<file path="config.mk">
export PLATFORM = sky130hd
export DESIGN_NAME = mc_ctrl_fsm
export DESIGN_NICKNAME = d
export VERILOG_FILES = /design/src/rtl/mc_ctrl_fsm_pkg.sv /design/src/rtl/mc_ctrl_fsm_alu_dec.sv /design/src/rtl/mc_ctrl_fsm.sv
export SDC_FILE = /design/constraint.sdc
export NUM_CORES = 1
export LEC_CHECK = 0
export ABC_CLOCK_PERIOD_IN_PS = 2600
export BUFFER_PORTS_ARGS = -buffer_cell sky130_fd_sc_hd__buf_2
export CORE_ASPECT_RATIO = 1.1
export CORE_UTILIZATION = 50
export CTS_BUF_LIST = sky130_fd_sc_hd__clkbuf_8 sky130_fd_sc_hd__clkbuf_16
export CTS_CLUSTER_SIZE = 20
export DETAILED_ROUTE_END_ITERATION = 10
export PLACE_DENSITY = 0.87
export SLEW_MARGIN = 30
export SYNTH_ARGS = -nofsm -noshare
export SYNTH_HDL_FRONTEND = slang
export SYNTH_SLANG_ARGS = --single-unit
</file>
<file path="constraint.sdc">
create_clock -name clk -period 2.6 [get_ports clk]
set_input_delay 0.52 -clock clk [delete_from_list [all_inputs] [get_ports clk]]
set_output_delay 0.52 -clock clk [all_outputs]
set_load 0.02 [all_outputs]
</file>
<file path="src/rtl/mc_ctrl_fsm_pkg.sv">
// Shared encodings for the RV32I multi-cycle sequencer: states, opcodes, mux selects, ALU ops.
package mc_ctrl_fsm_pkg;

  typedef enum logic [2:0] {
    S_IF   = 3'd0,
    S_ID   = 3'd1,
    S_EX   = 3'd2,
    S_MEM  = 3'd3,
    S_WB   = 3'd4,
    S_HALT = 3'd7
  } state_t;

  typedef enum logic [3:0] {
    ALU_ADD  = 4'd0,
    ALU_SUB  = 4'd1,
    ALU_SLL  = 4'd2,
    ALU_SLT  = 4'd3,
    ALU_SLTU = 4'd4,
    ALU_XOR  = 4'd5,
    ALU_SRL  = 4'd6,
    ALU_SRA  = 4'd7,
    ALU_OR   = 4'd8,
    ALU_AND  = 4'd9
  } alu_ctrl_t;

  localparam logic [6:0] OPC_R      = 7'b0110011;
  localparam logic [6:0] OPC_IMM    = 7'b0010011;
  localparam logic [6:0] OPC_LOAD   = 7'b0000011;
  localparam logic [6:0] OPC_STORE  = 7'b0100011;
  localparam logic [6:0] OPC_BRANCH = 7'b1100011;
  localparam logic [6:0] OPC_LUI    = 7'b0110111;
  localparam logic [6:0] OPC_AUIPC  = 7'b0010111;
  localparam logic [6:0] OPC_JAL    = 7'b1101111;
  localparam logic [6:0] OPC_JALR   = 7'b1100111;

  localparam logic [1:0] PC_PLUS4  = 2'd0;
  localparam logic [1:0] PC_BRANCH = 2'd1;
  localparam logic [1:0] PC_JALR   = 2'd2;

  localparam logic [1:0] WB_ALU = 2'd0;
  localparam logic [1:0] WB_PC4 = 2'd1;
  localparam logic [1:0] WB_MEM = 2'd2;
  localparam logic [1:0] WB_IMM = 2'd3;

  localparam logic ADDR_PC  = 1'b0;
  localparam logic ADDR_ALU = 1'b1;
  localparam logic OP1_RS1  = 1'b0;
  localparam logic OP1_PC   = 1'b1;
  localparam logic OP2_RS2  = 1'b0;
  localparam logic OP2_IMM  = 1'b1;

  function automatic logic opcode_legal(input logic [6:0] opc);
    case (opc)
      OPC_R, OPC_IMM, OPC_LOAD, OPC_STORE, OPC_BRANCH,
      OPC_LUI, OPC_AUIPC, OPC_JAL, OPC_JALR: opcode_legal = 1'b1;
      default:                               opcode_legal = 1'b0;
    endcase
  endfunction

endpackage

</file>
<file path="src/rtl/mc_ctrl_fsm_alu_dec.sv">
// ALU operation decode from opcode/funct3/funct7. Address-forming and branch-target
// instructions all use ADD; only register-register ops may select SUB.
module mc_ctrl_fsm_alu_dec
  import mc_ctrl_fsm_pkg::*;
(
  input  logic [6:0] opcode,
  input  logic [2:0] funct3,
  input  logic [6:0] funct7,
  output logic [3:0] alu_ctrl
);

  logic unused_funct7;
  assign unused_funct7 = ^{funct7[6], funct7[4:0]};

  always_comb begin
    alu_ctrl = ALU_ADD;
    if (opcode == OPC_R || opcode == OPC_IMM) begin
      case (funct3)
        3'b000:  alu_ctrl = (opcode == OPC_R && funct7[5]) ? ALU_SUB : ALU_ADD;
        3'b001:  alu_ctrl = ALU_SLL;
        3'b010:  alu_ctrl = ALU_SLT;
        3'b011:  alu_ctrl = ALU_SLTU;
        3'b100:  alu_ctrl = ALU_XOR;
        // srai shares the funct7[5] marker with sra, so shifts honour it for both forms
        3'b101:  alu_ctrl = funct7[5] ? ALU_SRA : ALU_SRL;
        3'b110:  alu_ctrl = ALU_OR;
        default: alu_ctrl = ALU_AND;
      endcase
    end
  end

endmodule

</file>
<file path="src/rtl/mc_ctrl_fsm.sv">
// Multi-cycle IF/ID/EX/MEM/WB sequencer for an RV32I datapath with a shared memory port.
// Only the state and retire counter are registered; every strobe is decoded from the state.
module mc_ctrl_fsm
  import mc_ctrl_fsm_pkg::*;
#(
  parameter int CNT_W      = 32,
  parameter int MEM_TO_MAX = 0
) (
  input  logic             clk,
  input  logic             rstn,
  input  logic             run,
  input  logic [31:0]      inst,
  input  logic             br_taken,
  input  logic             mem_ready,
  output logic             mem_re,
  output logic             mem_we,
  output logic             mem_addr_sel,
  output logic             ir_we,
  output logic             pc_we,
  output logic [1:0]       pc_sel,
  output logic             rf_we,
  output logic [1:0]       wb_sel,
  output logic             alu_op1_sel,
  output logic             alu_op2_sel,
  output logic [3:0]       alu_ctrl,
  output logic             halted,
  output logic [2:0]       state,
  output logic [CNT_W-1:0] inst_cnt
);

  if (MEM_TO_MAX != 0) begin : g_mem_timeout_unsupported
    $error("mc_ctrl_fsm: MEM_TO_MAX must be 0, memory timeouts are not implemented");
  end

  state_t     cur, nxt;
  logic       retire;
  logic       re, we, asel, irwe, pcwe, rfwe;
  logic [1:0] pcs;
  logic [6:0] opc;
  logic       is_r, is_load, is_store, is_branch, is_lui, is_auipc, is_jal, is_jalr;
  logic       unused_inst_bits;

  assign opc              = inst[6:0];
  assign is_r             = (opc == OPC_R);
  assign is_load          = (opc == OPC_LOAD);
  assign is_store         = (opc == OPC_STORE);
  assign is_branch        = (opc == OPC_BRANCH);
  assign is_lui           = (opc == OPC_LUI);
  assign is_auipc         = (opc == OPC_AUIPC);
  assign is_jal           = (opc == OPC_JAL);
  assign is_jalr          = (opc == OPC_JALR);
  assign unused_inst_bits = ^{inst[24:15], inst[11:7]};

  mc_ctrl_fsm_alu_dec u_alu_dec (
    .opcode   (opc),
    .funct3   (inst[14:12]),
    .funct7   (inst[31:25]),
    .alu_ctrl (alu_ctrl)
  );

  always_ff @(posedge clk or negedge rstn) begin
    if (!rstn) begin
      cur      <= S_IF;
      inst_cnt <= '0;
    end else begin
      cur <= nxt;
      if (retire) inst_cnt <= inst_cnt + CNT_W'(1);
    end
  end

  always_comb begin
    nxt    = cur;
    retire = 1'b0;
    re     = 1'b0;
    we     = 1'b0;
    asel   = ADDR_PC;
    irwe   = 1'b0;
    pcwe   = 1'b0;
    pcs    = PC_PLUS4;
    rfwe   = 1'b0;
    case (cur)
      S_IF: begin
        // the read request stays up every cycle until memory answers
        if (run) begin
          re = 1'b1;
          if (mem_ready) begin
            irwe = 1'b1;
            nxt  = S_ID;
          end
        end
      end
      S_ID: nxt = opcode_legal(opc) ? S_EX : S_HALT;
      S_EX: begin
        if (is_branch) begin
          pcwe   = 1'b1;
          pcs    = br_taken ? PC_BRANCH : PC_PLUS4;
          retire = 1'b1;
          nxt    = S_IF;
        end else if (is_load || is_store) begin
          nxt = S_MEM;
        end else begin
          nxt = S_WB;
        end
      end
      S_MEM: begin
        asel = ADDR_ALU;
        if (is_store) we = 1'b1;
        else          re = 1'b1;
        if (mem_ready) begin
          if (is_store) begin
            pcwe   = 1'b1;
            retire = 1'b1;
            nxt    = S_IF;
          end else begin
            nxt = S_WB;
          end
        end
      end
      S_WB: begin
        rfwe   = 1'b1;
        pcwe   = 1'b1;
        pcs    = is_jal ? PC_BRANCH : (is_jalr ? PC_JALR : PC_PLUS4);
        retire = 1'b1;
        nxt    = S_IF;
      end
      S_HALT:  nxt = S_HALT;
      default: nxt = S_IF;
    endcase
  end

  // Operand and write-back selects stay valid from EX through WB so the ALU result is stable.
  always_comb begin
    alu_op1_sel = OP1_RS1;
    alu_op2_sel = OP2_RS2;
    wb_sel      = WB_ALU;
    if (cur == S_EX || cur == S_MEM || cur == S_WB) begin
      if (is_auipc || is_jal || is_branch) alu_op1_sel = OP1_PC;
      if (!is_r)                           alu_op2_sel = OP2_IMM;
      if (is_jal || is_jalr)               wb_sel = WB_PC4;
      else if (is_load)                    wb_sel = WB_MEM;
      else if (is_lui)                     wb_sel = WB_IMM;
    end
  end

  // rstn gates the strobes directly so an aborted access drops without waiting for a clock.
  assign mem_re       = rstn & re;
  assign mem_we       = rstn & we;
  assign mem_addr_sel = rstn & asel;
  assign ir_we        = rstn & irwe;
  assign pc_we        = rstn & pcwe;
  assign pc_sel       = rstn ? pcs : PC_PLUS4;
  assign rf_we        = rstn & rfwe;
  assign halted       = (cur == S_HALT);
  assign state        = cur;

endmodule
</file>
==> impl_metrics.toml <==
[status]
outcome = "finished, final reports clean"

[route]
drt.antenna.violating_nets = 0
route.detailed.vias_per_inst = 5.65
dr.pass1.iters = 4
drc_violation_total_after_the_first_tritonroute_iteration = 143
detail_route.wl_per_cell_um = 14.3
remaining_drc_errors = 0
dr_total_vias = 2022
routed_wl_mm = 5.12

[timing]
final_min_period_over_clock_period = 0.916
worst_slew_margin_rel = 0.741
final.setup.tns_ns = 0
worst_clock_skew_ns = 0.00682
grt_setup_unrepaired = "no"
final-setup-viol-count = 0
maximum_clock_frequency_mhz = 420
max_slew.worst_pin.slew_ns = 0.388
final_hold_viol_count = 0
finalCriticalPeriod_ns = 2.38
timing.final.max_slew_violations = 0

[yosys]
sequential_cell_area_fraction_in_the_yosys_report = 0.398
syn-cell-area_mm2 = 0.00220
largest_cells_by_area_after_synthesis = "dfrtp_1, xor2_1, nor2_1, nand2_1, xnor2_1"
synth_largest_type_area_fraction = 0.398
synth.yosys.warnings = 0
async_reset_ff_frac = 1.00
synth_nets = 272
number_of_enable_flip_flop_cells_after_synthesis = 0
yosys.cell_count.top_type = "dfrtp_1"
average_size_of_a_mapped_cell_um2 = 9.40
synth.largest_area_cell = "dfrtp_1"
yosysUniqueCellTypes = 49
synth_top_cells_by_count = "dfrtp_1, nor2_1, xor2_1"
syn-instance-count = 234
postSynth.topFlopCell = "dfrtp_1"
yosys_register_bits = 35

[setup_path]
worst_path_dominant_cell_family = "simple AND/OR/NAND/NOR gates"
worst-path-buf-inv = 2
cp_max_fo = 11
crit_chain = "buf_2, and4bb_2, nor2b_2, nand2_1, a2111oi_1, buf_2"
critPathLaunchType = "primary input"
critical_path.endpoint_type = "primary output"
path_common_cell = "buf_2"
slowest_stage = "and4bb_2"
slowest_stage_delay_cp_ns = 0.33
crit_required_ns = 2.08
critical_path_class = "primary input to primary output"
worst-endpoint-arrival_ns = 1.86

[finish]
layout.core_utilization = 0.658
total_non_filler_cell_area_in_the_finished_layout_mm2 = 0.00269
filler_cell_count = 339
post_route_cells_drive_above_1_share = 0.337
final_nets = 343
antennaDiodeCount = 0
area_growth_syn_to_layout_pct = 22.1

[clock_tree]
clk_latency_ns = 0.29
ctsRootBufferMaster = "clkbuf_8"
holdBufCountCts = 0
cts_tree = "built"
clkTransAtPathRegs_ns = 0.07
ctsLongestPathBuffers = 2
cts.sinks = 35
cts-htree-levels = 2
cts_buf_count = 5

[die]
fp.dieArea_mm2 = 0.00467
initial_core_util = 0.539
core-area_mm2 = 0.00408
io_pins = 89
die_height_um = 71.6
die_width_um = 65.2
fp-row-count = 24

[global_routing]
antenna_found_initial = 0
grt_pass1_wl_mm = 8.51
largest_net_degree_at_the_start_of_global_routing = 28
total_congestion_overflow_after_global_routing = 0
grt_pass1_vias = 1911
grt_util_all_layers = 0.232

[place]
placed_cell_area_mm2 = 0.00259
place.detailed.hpwl_mm = 3.72
port_buffer_count = 67
gp_congestion = 0.857

[pwr]
power.static_leakage_nw = 1.37
power.share.sequential = 0.405
net-switching-power_w = 0.000654
worst_ir_drop_vdd_v = 0.000375
p_clk_frac = 0.229
p_int_w = 0.00100
netSwitchingFraction = 0.395
comb_power_share = 0.366
power_density_of_the_placed_cells_mw_per_mm2 = 617

[run]
max_cap_violations = 0

[hold_path]
min_path_type = "primary input to async pin"
## final cells by class
| class | instances | area (µm²) | area share |
|---|---|---|---|
| multi-input combinational | 185 | 1270 | 0.472 |
| tap | 52 | 65.1 | 0.0242 |
| timing repair buffer | 71 | 365 | 0.136 |
| inverter | 7 | 26.3 | 0.00978 |
| clock inverter | 3 | 16.3 | 0.00605 |
| clock buffer | 5 | 68.8 | 0.0256 |
| sequential | 35 | 876 | 0.326 |
## layout by cell type (no fill, tap or decap), drive strengths merged, types with 2 or more instances in the layout
cell type  synthesis  layout
buf                3      71
dfrtp             35      35
nor2              30      30
xor2              23      23
nand2             20      20
nor3              16      16
nand3             11      11
a21oi              8       8
inv                7       8
xnor2              8       8
and3               6       6
nand2b             6       6
o21ai              6       6
nor2b              6       6
nand4              5       5
clkbuf             4       5
nor4               5       5
nor4b              5       5
a31oi              3       3
nor3b              3       3
mux2               2       2
a211oi             2       2
nand3b             2       2
o211ai             2       2
## worst register-to-register path, delay by kind of cell, from the launching register on
family	cells	cell delay, ns
simple gates	3	0.97
compound gates	1	0.28
xor+xnor	1	0.17
flops	1	0.43
## registers in the layout, indices dropped and copies added, names as in the netlist
signal	count
state	3
inst_cnt	32
## metrics by stage
stage,power (W),worst slack (ns),hold WS (ns),cells
3_5_place_dp,0.00128,0.118,0.420,349
6_report,0.00166,0.218,0.107,358
2_1_floorplan,0.00109,0.103,0.224,234
4_1_cts,0.00166,0.0199,0.111,357
5_1_grt,0.00176,0.0611,0.115,358
3_3_place_gp,0.00126,0.130,0.414,349
## power groups by stage
| stage | sequential [W] | clock, W | combinational (W) |
|---|---|---|---|
| floorplan | 0.000724 | 0 | 0.000365 |
| global placement | 0.000679 | 0 | 0.000585 |
| detailed placement | 0.000682 | 0 | 0.000597 |
| CTS | 0.000672 | 0.000384 | 0.000601 |
| global route | 0.000680 | 0.000412 | 0.000664 |
| finish | 0.000672 | 0.000380 | 0.000606 |
## path summary, 6_finish.rpt
| path | startpoint | slack (ns) | endpoint | depth (start not counted) |
|---|---|---|---|---|
| min reg2reg | inst_cnt[31] | 0.47 | inst_cnt[31] | 1 |
| max reg2reg | inst_cnt[2] | 0.68 | inst_cnt[24] | 5 |
| max | inst[2] | 0.22 | alu_ctrl[0] | 6 |
| max in group asynchronous | rstn | 1.85 | inst_cnt[12] | 2 |
| min in group clk | inst_cnt[31] | 0.47 | inst_cnt[31] | 1 |
| min | rstn | 0.11 | state[2] | 1 |
## timing repair
item,in CTS,in global routing
endpoints found under the hold margin,0,0
endpoints found under the setup margin,0,2
gates resized for setup,0,1
buffers inserted,0,1
## cells by family (layout without fill, tap and decap cells)
group / after synthesis / after routing / synth area share
and+or+nand+nor: 121 / 121 / 0.326
DFF: 35 / 35 / 0.398
xor gates and xnor gates: 31 / 31 / 0.123
AOI/OAI and AO/OA: 29 / 29 / 0.105
buffers and inverters: 14 / 86 / 0.0267
muxes: 3 / 3 / 0.0148
adders and majority gates: 1 / 1 / 0.00569
## per-layer routing
| metal | track usage | share of wire |
|---|---|---|
| met1 | 0.287 | 0.43 |
| met2 | 0.401 | 0.51 |
| met3 | 0.0494 | 0.043 |
| met4 | 0.0725 | 0.014 |
| met5 | 0 | 0 |
No activity file was read; power rests on OpenSTA's default activity.
